**config.mk**
```make
export PLATFORM = sky130hd
export DESIGN_NAME = bluetooth_tx_sched
export DESIGN_NICKNAME = d
export VERILOG_FILES = /design/src/rtl/bluetooth_tx_sched.sv
export SDC_FILE = /design/constraint.sdc
export NUM_CORES = 1
export LEC_CHECK = 0
export BUFFER_PORTS_ARGS = -buffer_cell sky130_fd_sc_hd__buf_4
export CAP_MARGIN = 20
export CORE_MARGIN = 1.5
export CORE_UTILIZATION = 35
export DETAILED_ROUTE_END_ITERATION = 8
export GPL_ROUTABILITY_DRIVEN = 0
export SYNTH_ARGS = -nofsm -noshare
export SYNTH_HDL_FRONTEND = slang
export SYNTH_SLANG_ARGS = --single-unit
```
**constraint.sdc**
```tcl
create_clock -name clk -period 3.1 [get_ports clk]
set_input_delay 0.465 -clock clk [delete_from_list [all_inputs] [get_ports clk]]
set_output_delay 0.465 -clock clk [all_outputs]
set_load 0.05 [all_outputs]
```
**src/rtl/bluetooth_tx_sched.sv**
```systemverilog
// rtl/bluetooth_tx_sched.sv - replays buffered bytes into the UART transmitter
// with an inter-byte gap and a per-byte handshake watchdog.
module bluetooth_tx_sched #(
  parameter logic [18:0] GAP_CYCLES     = 19'd1000,
  parameter logic [23:0] TIMEOUT_CYCLES = 24'd2000000
) (
  input  logic        clk,
  input  logic        reset_p,
  input  logic        start,
  input  logic [15:0] length,
  output logic        rd_en,
  output logic [15:0] rd_addr,
  input  logic [7:0]  rd_data,
  output logic        tx_start,
  output logic [7:0]  tx_data,
  input  logic        tx_busy,
  input  logic        tx_done,
  output logic        busy,
  output logic        done,
  output logic        abort,
  output logic [15:0] sent_count
);

  typedef enum logic [2:0] {
    IDLE, READ, LOAD, SEND, WAIT_DONE, GAP, FINISH
  } state_t;

  state_t      state_q, state_d;
  logic [15:0] len_q, len_d;
  logic [15:0] addr_q, addr_d;
  logic [15:0] sent_q, sent_d;
  logic [15:0] rd_addr_q, rd_addr_d;
  logic [7:0]  tx_data_q, tx_data_d;
  logic        rd_en_q, rd_en_d;
  logic        tx_start_q, tx_start_d;
  logic        busy_q, busy_d;
  logic        done_q, done_d;
  logic        abort_q, abort_d;
  logic [23:0] wd_q, wd_d;
  logic [18:0] gap_q, gap_d;
  logic [15:0] sent_inc;
  logic [15:0] addr_inc;

  always_comb begin
    state_d    = state_q;
    len_d      = len_q;
    addr_d     = addr_q;
    sent_d     = sent_q;
    rd_addr_d  = rd_addr_q;
    tx_data_d  = tx_data_q;
    rd_en_d    = 1'b0;
    tx_start_d = 1'b0;
    busy_d     = busy_q;
    done_d     = 1'b0;
    abort_d    = 1'b0;
    wd_d       = wd_q;
    gap_d      = gap_q;
    sent_inc   = sent_q + 16'd1;
    addr_inc   = addr_q + 16'd1;

    // Pulse outputs are set on the edge that enters the state owning them.
    unique case (state_q)
      IDLE: begin
        if (start) begin
          if (length != 16'd0) begin
            len_d     = length;
            sent_d    = 16'd0;
            addr_d    = 16'd0;
            busy_d    = 1'b1;
            rd_en_d   = 1'b1;
            rd_addr_d = 16'd0;
            state_d   = READ;
          end else begin
            done_d  = 1'b1;
            state_d = FINISH;
          end
        end
      end
      READ: state_d = LOAD;
      LOAD: begin
        tx_data_d = rd_data;
        state_d   = SEND;
      end
      SEND: begin
        if (!tx_busy) begin
          tx_start_d = 1'b1;
          wd_d       = 24'd0;
          state_d    = WAIT_DONE;
        end
      end
      WAIT_DONE: begin
        wd_d = wd_q + 24'd1;
        if (tx_done) begin
          sent_d = sent_inc;
          addr_d = addr_inc;
          if (sent_inc == len_q) begin
            done_d  = 1'b1;
            busy_d  = 1'b0;
            state_d = FINISH;
          end else if (GAP_CYCLES == 19'd0) begin
            rd_en_d   = 1'b1;
            rd_addr_d = addr_inc;
            state_d   = READ;
          end else begin
            gap_d   = 19'd0;
            state_d = GAP;
          end
        end else if (wd_q == TIMEOUT_CYCLES - 24'd1) begin
          abort_d = 1'b1;
          busy_d  = 1'b0;
          state_d = IDLE;
        end
      end
      GAP: begin
        if (gap_q == GAP_CYCLES - 19'd1) begin
          rd_en_d   = 1'b1;
          rd_addr_d = addr_q;
          state_d   = READ;
        end else begin
          gap_d = gap_q + 19'd1;
        end
      end
      FINISH: state_d = IDLE;
      default: state_d = IDLE;
    endcase
  end

  always_ff @(posedge clk) begin
    if (reset_p) begin
      state_q    <= IDLE;
      len_q      <= 16'd0;
      addr_q     <= 16'd0;
      sent_q     <= 16'd0;
      rd_addr_q  <= 16'd0;
      tx_data_q  <= 8'd0;
      rd_en_q    <= 1'b0;
      tx_start_q <= 1'b0;
      busy_q     <= 1'b0;
      done_q     <= 1'b0;
      abort_q    <= 1'b0;
      wd_q       <= 24'd0;
      gap_q      <= 19'd0;
    end else begin
      state_q    <= state_d;
      len_q      <= len_d;
      addr_q     <= addr_d;
      sent_q     <= sent_d;
      rd_addr_q  <= rd_addr_d;
      tx_data_q  <= tx_data_d;
      rd_en_q    <= rd_en_d;
      tx_start_q <= tx_start_d;
      busy_q     <= busy_d;
      done_q     <= done_d;
      abort_q    <= abort_d;
      wd_q       <= wd_d;
      gap_q      <= gap_d;
    end
  end

  assign rd_en      = rd_en_q;
  assign rd_addr    = rd_addr_q;
  assign tx_start   = tx_start_q;
  assign tx_data    = tx_data_q;
  assign busy       = busy_q;
  assign done       = done_q;
  assign abort      = abort_q;
  assign sent_count = sent_q;

endmodule

```
==> load_flow_metrics.sql, run 1 <==
INSERT INTO impl_metrics (metric_group, metric, value, unit) VALUES
('cells_and_area', 'multiInputGateArea', '3280', 'um2'),
('setup_path', 'timing.reg2reg.setup_slack', '0.26', 'ns'),
('yosys', 'netlist-cell-type-count', '65', ''),
('timing', 'post_layout_minimum_cycle_time', '2.84', 'ns'),
('timing', 'finalClockSkew', '0.00636', 'ns'),
('worst_hold_path', 'holdPathStages', '3', ''),
('floorplanning', 'floorplan.die.width', '133', 'um'),
('yosys', 'ys_seq_area_share', '41.7', '%'),
('power', 'vdd_ir_drop_max', '0.426', 'mV'),
('floorplanning', 'core_region_area', '16500', 'um2'),
('global_routing', 'grt_util_met3', '4.10', '%'),
('power', 'p_per_area', '565', 'nW/um2'),
('yosys', 'synth_warnings', '0', ''),
('floorplanning', 'rows', '47', ''),
('global_routing', 'global_route.usage.met1', '23.0', '%'),
('timing', 'fin_tns_setup', '0', 'ns'),
('timing', 'slew_limit_fails', '0', ''),
('floorplanning', 'die_height', '133', 'um'),
('yosys', 'syn-mean-instance-area', '8.36', 'um2'),
('yosys', 'ys_dominant_reg_cell', 'dfxtp_1', ''),
('clock_network', 'clock_tree_from_tritoncts', 'built', ''),
('worst_hold_path', 'min-delay-path-class', 'input port to register', ''),
('status', 'run_status', 'complete, no violations', ''),
('yosys', 'post_synth_edffs', '0', ''),
('setup_path', 'cp_slowest_cell', 'o41a_2', ''),
('cells_and_area', 'drive_gt1_share', '19.0', '%'),
('timing', 'report.final.hold_viol_count', '0', ''),
('timing', 'rsz0062_at_grt', 'false', ''),
('setup_path', 'worstPathBufferInverterCount', '0', ''),
('floorplanning', 'design.die.area', '17700', 'um2'),
('global_routing', 'grt_first_pass_wirelength', '24700', 'um'),
('floorplanning', 'initial_cell_density_of_the_core', '35.8', '%'),
('global_routing', 'groute.layer.met2.usage', '26.9', '%'),
('yosys', 'synth_seq_cells', '123', ''),
('run', 'timing.max_cap.violations', '0', ''),
('clock_network', 'clkLatencyLatePin', '0.41', 'ns'),
('cells_and_area', 'antenna_cells', '0', ''),
('place', 'count_of_buffers_inserted_at_the_top_level_ports', '73', ''),
('setup_path', 'data_required_time_of_the_critical_path', '3.40', 'ns'),
('clock_network', 'numCtsBuffers', '17', ''),
('route', 'drcViolationCount', '0', ''),
('setup_path', 'critPathCaptureType', 'register', ''),
('yosys', 'synth_fp_nets', '740', ''),
('route', 'drt-vias-per-instance', '5.13', ''),
('route', 'routed-via-count', '5210', ''),
('setup_path', 'r2r_cells', '9', ''),
('place', 'detailedPlacementHpwl', '10100', 'um'),
('global_routing', 'grt_usage', '17.3', '%'),
('setup_path', 'crit_path_category', 'register to register', ''),
('clock_network', 'cts.sinks', '123', ''),
('global_routing', 'antenna_violations_before_repair', '0', ''),
('route', 'route.detailed.wl_per_inst', '14.3', 'um'),
('setup_path', 'cp-start-kind', 'register', ''),
('setup_path', 'path_delay_family', 'compound AO/OA/AOI/OAI gates', ''),
('global_routing', 'grt_max_degree', '40', ''),
('global_routing', 'globalRoute.totalOverflow', '0', ''),
('clock_network', 'clk_pin_slew', '0.06', 'ns'),
('timing', 'final_min_period_over_clock_period', '91.7', '%'),
('timing', 'maxSlewHeadroom', '24.1', '%'),
('worst_hold_path', 'worst_hold_startpoint', 'length[11]', ''),
('cells_and_area', 'num-nets-final', '815', ''),
('cells_and_area', 'ff_latch_area', '2460', 'um2'),
('yosys', 'synth_async_sr_flop_share', '0', '%'),
('setup_path', 'path_cells', 'ha_1, nand3_2, nor4_2, xnor2_1, o211ai_2, o41a_2, o2111ai_4, xor2_1, nor2_1', ''),
('setup_path', 'r2r-start', 'sent_count[1]$_SDFFE_PP0P_', ''),
('timing', 'tightest_slew', '1.14', 'ns'),
('route', 'route.antenna.remaining_nets', '0', ''),
('cells_and_area', 'syn_to_final_growth', '24.9', '%'),
('timing', 'fmaxAchievable', '352', 'MHz'),
('setup_path', 'critical_path_arrival', '3.14', 'ns'),
('yosys', 'synthesis.instances', '707', '');
## stage by stage
| step | hold WS [ns] | setup slack (ns) | power, uW | cell area (um2) | instances |
|---|---|---|---|---|---|
| global route | 0.299 | 0.0323 | 4320 | 7380 | 1015 |
| global placement | 0.444 | 0.291 | 2100 | 6730 | 983 |
| detailed placement | 0.448 | 0.229 | 2100 | 6730 | 983 |
| finish | 0.296 | 0.258 | 4170 | 7380 | 1015 |
| CTS | 0.280 | 0.207 | 4220 | 7370 | 1015 |
| floorplan | 0.449 | 0.00803 | 1960 | 5910 | 707 |
## cell usage in the layout (no fill, tap or decap), types with 6 or more instances in the layout
cell type,Yosys,layout
a21oi_1,47,47
buf_4,3,92
nand4_1,17,17
or3_1,13,13
clkbuf_16,0,17
a22oi_1,17,17
nand3_1,33,33
mux2i_1,17,17
inv_1,8,8
nor3_1,8,8
xnor2_1,24,24
dfxtp_1,123,122
xor2_1,28,28
and3_1,14,14
nand2_1,70,70
nor4_1,14,13
clkinvlp_4,0,6
nor2_1,112,111
o21ai_0,23,23
nand3b_1,9,9
## power by group
part	switching [uW]	leakage [uW]	internal, uW	total [uW]
clock network	739	0.000290	1370	2110
logic	262	0.00141	152	414
registers	30.7	0.000995	1620	1650
total	1030	0.00270	3140	4170
## registers in the layout (all words and copies together) (netlist names), 3 cells and up
signal	cells
len_q	16
rd_addr	16
addr_q	16
sent_count	16
wd_q	24
gap_q	19
state_q	3
tx_data	8
## worst register-to-register path: stages (launching register included)
cell	delay, ns
dfxtp_1	0.33
ha_1	0.28
nand3_2	0.19
nor4_2	0.41
xnor2_1	0.18
o211ai_2	0.16
o41a_2	0.63
o2111ai_4	0.33
xor2_1	0.18
nor2_1	0.05
## area by class of cell
| cell class | instances | share of cell area (%) |
|---|---|---|
| inverters | 8 | 0.407 |
| repair buffers | 92 | 9.36 |
| flip-flops and latches | 123 | 33.4 |
| clock inverters | 14 | 2.66 |
| clock buffers | 18 | 5.95 |
| multi-input cells | 540 | 44.5 |
| well taps | 220 | 3.73 |
## cells in the mapped netlist, types with 4 or more instances
library cell,number,area share [%]
a21oi_1,47,4.0
a22oi_1,17,2.2
a31oi_1,4,0.42
and3_1,14,1.5
buf_2,5,0.42
clkbuf_1,28,1.8
dfxtp_1,123,42
ha_1,4,0.85
inv_1,8,0.51
mux2i_1,17,2.9
nand2_1,70,4.4
nand2b_1,4,0.42
nand3_1,33,2.8
nand3b_1,9,1.1
nand4_1,17,1.8
nor2_1,112,7.1
nor2b_1,4,0.42
nor3_1,8,0.68
nor4_1,14,1.5
o211ai_1,5,0.64
o21a_1,5,0.64
o21ai_0,23,1.9
o21ai_1,6,0.51
or3_1,13,1.4
or4_1,4,0.51
xnor2_1,24,3.6
xor2_1,28,4.1
## worst max-delay path by stage
stage                                      startpoint                       to  slack (ns)  depth (start not counted)
final                      sent_count[1]$_SDFFE_PP0P_   gap_q[10]$_SDFFE_PP0P_        0.26                          9
after global routing       sent_count[1]$_SDFFE_PP0P_  state_q[0]$_SDFFE_PP0P_        0.03                          9
after detailed placement   sent_count[1]$_SDFFE_PP0P_  state_q[0]$_SDFFE_PP0P_        0.23                          9
after CTS                 sent_count[10]$_SDFFE_PP0P_  state_q[0]$_SDFFE_PP0P_        0.21                          8
after floorplan            sent_count[1]$_SDFFE_PP0P_    gap_q[4]$_SDFFE_PP0P_       0.008                          9
after global placement     sent_count[1]$_SDFFE_PP0P_  state_q[0]$_SDFFE_PP0P_        0.29                          9
## metal layers
metal  part of all wire [%]  vias to the layer above
met1                     50                     2435
met3                    3.2                       20
li1                       -                     2669
met2                     45                       86
met5                      0                        -
met4                    1.8                        0
## kinds of logic after synthesis
logic type                 Yosys count  share of synthesized area, %
AOI/OAI and AO/OA                  135                          15.5
xor gates and xnor gates            52                          7.71
adders and majority gates            4                         0.847
buffers and inverters               44                          3.09
DFF                                123                          41.7
muxes                               22                          3.83
and+or+nand+nor                    327                          27.4
## what timing repair did
action | CTS | global route
setup buffers | 0 | 0
gates resized for setup | 0 | 2
endpoints found under the setup margin | 0 | 3
(Power assumes the default switching activity.)
==> run 2, diff against run 1 <==
- PLACE_DENSITY: default -> 0.53
==> run 2 against run 1 <==
First-iteration DRC count is 27% lower. Non-clock buffer count down 1. Clock-buffer cell count shrank 1. Utilization down 0.48 points. Flip-flop and latch count stayed put. Setup slack worse by 0.041 ns.
==> load_flow_metrics.sql, run 2 (synthesized netlist as in run 1, its figures left out) <==
INSERT INTO impl_metrics (metric_group, metric, value, unit) VALUES
('cells_and_area', 'layout.filler_cells', '1621', ''),
('clock_network', 'max-clock-path-buffers', '2', ''),
('floorplanning', 'core_region_area', '16500', 'um2'),
('timing', 'slew_limit_fails', '0', ''),
('setup_path', 'crit_fanout', '9', ''),
('timing', 'final_min_period_over_clock_period', '93.0', '%'),
('timing', 'finalClockSkew', '0.00494', 'ns'),
('timing', 'tightest_slew', '0.773', 'ns'),
('floorplanning', 'rows', '47', ''),
('floorplanning', 'design.die.area', '17700', 'um2'),
('setup_path', 'r2r-start', 'sent_count[0]$_SDFFE_PP0P_', ''),
('power', 'vdd_ir_drop_max', '0.408', 'mV'),
('place', 'detailedPlacementHpwl', '10200', 'um'),
('clock_network', 'clk_pin_slew', '0.06', 'ns'),
('cells_and_area', 'drive_gt1_share', '18.8', '%'),
('clock_network', 'clkLatencyLatePin', '0.42', 'ns'),
('setup_path', 'critPathCaptureType', 'register', ''),
('worst_hold_path', 'holdPathStages', '3', ''),
('cells_and_area', 'num-nets-final', '814', ''),
('floorplanning', 'ios', '74', ''),
('setup_path', 'rr_endpoint', 'gap_q[18]$_SDFFE_PP0P_', ''),
('global_routing', 'first_global_vias', '5131', ''),
('global_routing', 'globalRoute.totalOverflow', '0', ''),
('power', 'leakage_power', '0.00268', 'uW'),
('route', 'drcViolationCount', '0', ''),
('timing', 'post_layout_minimum_cycle_time', '2.88', 'ns'),
('clock_network', 'clock_tree_from_tritoncts', 'built', ''),
('setup_path', 'cp-start-kind', 'register', ''),
('timing', 'rsz0062_at_grt', 'false', ''),
('place', 'setup_slack_at_placement', '0.205', 'ns'),
('clock_network', 'clock_tree.root_cell', 'clkbuf_16', ''),
('global_routing', 'grt_max_degree', '71', ''),
('clock_network', 'numCtsBuffers', '17', ''),
('route', 'drt-initial-drc-count', '199', ''),
('route', 'drt-vias-per-instance', '5.19', ''),
('cells_and_area', 'antenna_cells', '0', ''),
('cells_and_area', 'regMostFlops', 'wd_q', ''),
('cells_and_area', 'layout.cells.most_common', 'dfxtp_1', ''),
('run', 'timing.max_cap.violations', '0', ''),
('route', 'detail_route.first_pass.iterations', '4', ''),
('global_routing', 'grt_usage', '17.2', '%'),
('timing', 'report.final.setup_viol', '0', ''),
('route', 'route.detailed.wl_per_inst', '14.4', 'um'),
('route', 'drt-total-wl', '14600', 'um'),
('clock_network', 'cts.sinks', '123', ''),
('power', 'p_per_area', '536', 'nW/um2'),
('timing', 'fmaxAchievable', '347', 'MHz'),
('timing', 'final.setup.worst_slack', '0.217', 'ns'),
('floorplanning', 'initial_cell_density_of_the_core', '35.8', '%'),
('floorplanning', 'floorplan.die.width', '133', 'um'),
('route', 'route.antenna.remaining_nets', '0', ''),
('worst_hold_path', 'worst_hold_path.endpoint', 'tx_data[6]$_SDFFE_PP0P_', ''),
('status', 'run_status', 'complete, no violations', ''),
('setup_path', 'timing.reg2reg.setup_slack', '0.22', 'ns'),
('setup_path', 'critical_path_arrival', '3.18', 'ns'),
('cells_and_area', 'largest_reg_flops', '24', ''),
('clock_network', 'post-cts-setup-buffer-count', '0', ''),
('cells_and_area', 'layout_top_registers', 'wd_q x24, gap_q x19', ''),
('timing', 'fin_tns_setup', '0', 'ns'),
('clock_network', 'cts_max_level', '4', ''),
('setup_path', 'crit_path_category', 'register to register', ''),
('cells_and_area', 'syn_to_final_growth', '23.5', '%'),
('place', 'count_of_buffers_inserted_at_the_top_level_ports', '73', ''),
('setup_path', 'data_required_time_of_the_critical_path', '3.39', 'ns'),
('cells_and_area', 'most_frequent_cells_in_the_layout', 'dfxtp_1, nor2_1, buf_4', ''),
('timing', 'maxSlewHeadroom', '48.5', '%'),
('timing', 'report.final.hold_viol_count', '0', ''),
('worst_hold_path', 'worst_hold_startpoint', 'rd_data[6]', ''),
('worst_hold_path', 'min-delay-path-class', 'input port to register', ''),
('setup_path', 'r2r_cells', '9', ''),
('global_routing', 'grt_first_pass_wirelength', '24600', 'um'),
('route', 'routed-via-count', '5262', ''),
('floorplanning', 'die_height', '133', 'um'),
('global_routing', 'antenna_violations_before_repair', '0', '');
## run 2: cell count changes in the layout (fill, tap and decap cells not counted), moves of 2 or more
cell	previous run	this run
clkinv_2	1	6
clkinvlp_4	6	2
buf_4	92	89
bufinv_16	4	1
clkinv_4	3	5
## run 2: cell type report
| type | count | area (um2) | share of cell area, % |
|---|---|---|---|
| multi-input cells | 540 | 3280 | 44.9 |
| clock buffers | 17 | 425 | 5.83 |
| repair buffers | 91 | 699 | 9.58 |
| inverters | 8 | 30.0 | 0.411 |
| flip-flops and latches | 123 | 2460 | 33.8 |
| well taps | 220 | 275 | 3.77 |
| clock inverters | 15 | 128 | 1.75 |
## run 2: per-layer routing
layer	up-vias	track usage [%]	part of all wire, %
met3	17	4.02	3.4
met4	0	6.47	1.3
met2	75	28.7	48
li1	2671	-	-
met1	2499	21.7	48
met5	-	0	0
## run 2: worst max-delay path: stages (launching register included)
cell,delay [ns]
dfxtp_2,0.32
ha_1,0.27
nand3_2,0.18
nor4_2,0.41
xnor2_1,0.19
o211ai_2,0.18
o41a_2,0.62
o2111ai_4,0.34
or4_1,0.18
a21oi_1,0.07
## run 2: what timing repair did
| item | in CTS | in global routing |
|---|---|---|
| endpoints found under the setup margin | 0 | 1 |
| gates resized for setup | 0 | 1 |
| hold buffers | 0 | 0 |
## run 2: worst max-delay path by stage
stage	from	to	cells after the start
after floorplan	sent_count[1]$_SDFFE_PP0P_	gap_q[4]$_SDFFE_PP0P_	9
after global placement	sent_count[1]$_SDFFE_PP0P_	state_q[0]$_SDFFE_PP0P_	9
after detailed placement	sent_count[0]$_SDFFE_PP0P_	state_q[0]$_SDFFE_PP0P_	9
after CTS	sent_count[0]$_SDFFE_PP0P_	state_q[0]$_SDFFE_PP0P_	9
after global routing	sent_count[0]$_SDFFE_PP0P_	gap_q[18]$_SDFFE_PP0P_	9
final	sent_count[0]$_SDFFE_PP0P_	gap_q[18]$_SDFFE_PP0P_	9
## run 2: where the power goes
part | internal (uW) | total (uW) | switching [uW]
Sequential | 1620 | 1650 | 32.5
Combinational | 160 | 417 | 257
Clock | 1100 | 1850 | 748
## run 2: through the flow
stage / cells / area [um2] / hold slack (ns) / util (%) / power [uW]
4_1_cts: 1013 / 7280 / 0.278 / 44.1 / 3960
5_1_grt: 1014 / 7300 / 0.287 / 44.2 / 4080
3_5_place_dp: 981 / 6730 / 0.451 / 40.7 / 2100
2_1_floorplan: 707 / 5910 / 0.449 / - / 1960
3_3_place_gp: 981 / 6730 / 0.444 / 40.7 / 2100
6_report: 1014 / 7300 / 0.295 / 44.2 / 3920
==> run 3, diff against run 2 <==
- clock period: 3.1 -> 3.18 ns (I/O delays scaled with it)
==> run 3 against run 2 <==
Setup slack better by 0.0097 ns. Highest routed layer unchanged. Non-clock buffer count rose by 2. Clock skew up 0.0057 ns. Largest cell class unchanged. Utilization rose by 0.39 points. Global-route usage rose by 0.084 points. Fmax decreased by 2.4%.
==> load_flow_metrics.sql, run 3 (synthesized netlist as in run 1, its figures left out) <==
INSERT INTO impl_metrics (metric_group, metric, value, unit) VALUES
('cells_and_area', 'finalNonFillerCells', '1015', ''),
('clock_network', 'clk_pin_slew', '0.05', 'ns'),
('clock_network', 'postCtsResizedCells', '0', ''),
('status', 'run_status', 'complete, no violations', ''),
('floorplanning', 'floorplan.die.width', '133', 'um'),
('setup_path', 'critPathCaptureType', 'register', ''),
('global_routing', 'grt_first_pass_wirelength', '24700', 'um'),
('setup_path', 'data_required_time_of_the_critical_path', '3.48', 'ns'),
('route', 'detail_route.first_pass.iterations', '5', ''),
('cells_and_area', 'layout_top_registers', 'wd_q x24, gap_q x19', ''),
('place', 'count_of_buffers_inserted_at_the_top_level_ports', '73', ''),
('cells_and_area', 'antenna_cells', '0', ''),
('timing', 'holdWs', '0.305', 'ns'),
('clock_network', 'cts_max_level', '4', ''),
('route', 'route.detailed.wl_per_inst', '14.6', 'um'),
('run', 'timing.max_cap.violations', '0', ''),
('timing', 'fin_tns_setup', '0', 'ns'),
('floorplanning', 'die_height', '133', 'um'),
('cells_and_area', 'num-nets-final', '816', ''),
('cells_and_area', 'regMostFlops', 'wd_q', ''),
('cells_and_area', 'syn_to_final_growth', '24.6', '%'),
('timing', 'tightest_slew', '0.698', 'ns'),
('setup_path', 'cp-start-kind', 'register', ''),
('setup_path', 'crit_path_category', 'register to register', ''),
('timing', 'fmaxAchievable', '339', 'MHz'),
('timing', 'post_layout_minimum_cycle_time', '2.95', 'ns'),
('clock_network', 'clkLatencyLatePin', '0.42', 'ns'),
('floorplanning', 'design.die.area', '17700', 'um2'),
('worst_hold_path', 'min-delay-path-class', 'input port to register', ''),
('timing', 'finalClockSkew', '0.0106', 'ns'),
('clock_network', 'cts.sinks', '123', ''),
('place', 'detailedPlacementHpwl', '10400', 'um'),
('cells_and_area', 'layout.cells.most_common', 'dfxtp_1', ''),
('cells_and_area', 'layout.core_utilization', '44.6', '%'),
('setup_path', 'r2r_cells', '9', ''),
('worst_hold_path', 'holdPathStages', '3', ''),
('timing', 'slew_limit_fails', '0', ''),
('timing', 'final_min_period_over_clock_period', '92.9', '%'),
('clock_network', 'cts.hold.buffers_added', '0', ''),
('floorplanning', 'rows', '47', ''),
('cells_and_area', 'multiInputGateArea', '3270', 'um2'),
('timing', 'maxSlewHeadroom', '53.4', '%'),
('global_routing', 'grt_max_degree', '42', ''),
('route', 'drt-total-wl', '14800', 'um'),
('floorplanning', 'core_region_area', '16500', 'um2'),
('clock_network', 'max-clock-path-buffers', '2', ''),
('place', 'place_inst', '983', ''),
('global_routing', 'globalRoute.totalOverflow', '0', ''),
('clock_network', 'clock_tree_from_tritoncts', 'built', ''),
('global_routing', 'antenna_violations_before_repair', '0', ''),
('cells_and_area', 'drive_gt1_share', '18.7', '%'),
('cells_and_area', 'ff_latch_area', '2460', 'um2'),
('cells_and_area', 'largest_reg_flops', '24', ''),
('clock_network', 'numCtsBuffers', '17', ''),
('clock_network', 'clock_tree.root_cell', 'clkbuf_16', ''),
('route', 'routed-via-count', '5282', ''),
('power', 'p_per_area', '546', 'nW/um2'),
('timing', 'report.final.hold_viol_count', '0', ''),
('setup_path', 'crit_fanout', '8', ''),
('cells_and_area', 'most_frequent_cells_in_the_layout', 'dfxtp_1, nor2_1, buf_4', ''),
('route', 'drcViolationCount', '0', ''),
('power', 'vdd_ir_drop_max', '0.382', 'mV'),
('setup_path', 'critical_path_arrival', '3.25', 'ns'),
('clock_network', 'post-cts-setup-buffer-count', '0', ''),
('timing', 'rsz0062_at_grt', 'false', ''),
('route', 'drt-vias-per-instance', '5.20', ''),
('floorplanning', 'initial_cell_density_of_the_core', '35.8', '%'),
('route', 'drt-initial-drc-count', '340', ''),
('cells_and_area', 'layout.filler_cells', '1620', ''),
('floorplanning', 'ios', '74', ''),
('timing', 'report.final.setup_viol', '0', ''),
('power', 'leakage_power', '0.00271', 'uW'),
('global_routing', 'grt_usage', '17.3', '%'),
('global_routing', 'first_global_vias', '4999', ''),
('route', 'route.antenna.remaining_nets', '0', '');
[run 3: cell count changes in the layout (fill, tap and decap cells not counted), moves of 2 or more]
cell / change
clkbuf_8: +4
buf_4: +3
clkinv_2: -4
bufinv_16: +2
clkinv_4: -3
[run 3: power by group]
part	switching (uW)	total (uW)	internal [uW]
registers	28.0	1610	1580
logic	260	415	155
clock network	690	2000	1310
total	978	4020	3040
[run 3: worst paths after layout]
path	from	to	slack [ns]
worst max register to register	sent_count[1]$_SDFFE_PP0P_	state_q[0]$_SDFFE_PP0P_	0.23
worst min-delay path	length[6]	len_q[6]$_SDFFE_PP0P_	0.31
worst min register to register	tx_data[2]$_SDFFE_PP0P_	tx_data[2]$_SDFFE_PP0P_	0.45
worst max-delay path	sent_count[1]$_SDFFE_PP0P_	state_q[0]$_SDFFE_PP0P_	0.23
[run 3: worst max-delay path, stage by stage, from the launching register on]
cell and delay (ns):
dfxtp_1 0.33, ha_1 0.29, nand3_2 0.19, nor4_2 0.43, xnor2_1 0.18, o211ai_2 0.17, o41a_2 0.61, o21ai_2 0.31
a21oi_1 0.11, a31o_2 0.23
[run 3: through the flow]
| step | area, um2 | worst slack, ns | power, uW |
|---|---|---|---|
| 6_report | 7360 | 0.226 | 4020 |
| 5_1_grt | 7360 | 0.0113 | 4180 |
| 3_5_place_dp | 6730 | 0.248 | 2050 |
| 3_3_place_gp | 6730 | 0.347 | 2040 |
| 4_1_cts | 7350 | 0.237 | 4070 |
| 2_1_floorplan | 5910 | 0.0442 | 1910 |
[run 3: layout make-up]
type	instances	area share [%]
clock buffer	21	6.52
timing repair buffer	93	9.58
tap	220	3.74
sequential	123	33.4
clock inverter	10	1.90
inverter	8	0.408
multi-input combinational	540	44.4
[run 3: layer usage]
metal	wire (um)	track usage (%)
met3	492	3.87
met2	6910	27.3
met1	7210	23.0
met4	225	6.84
met5	0	0
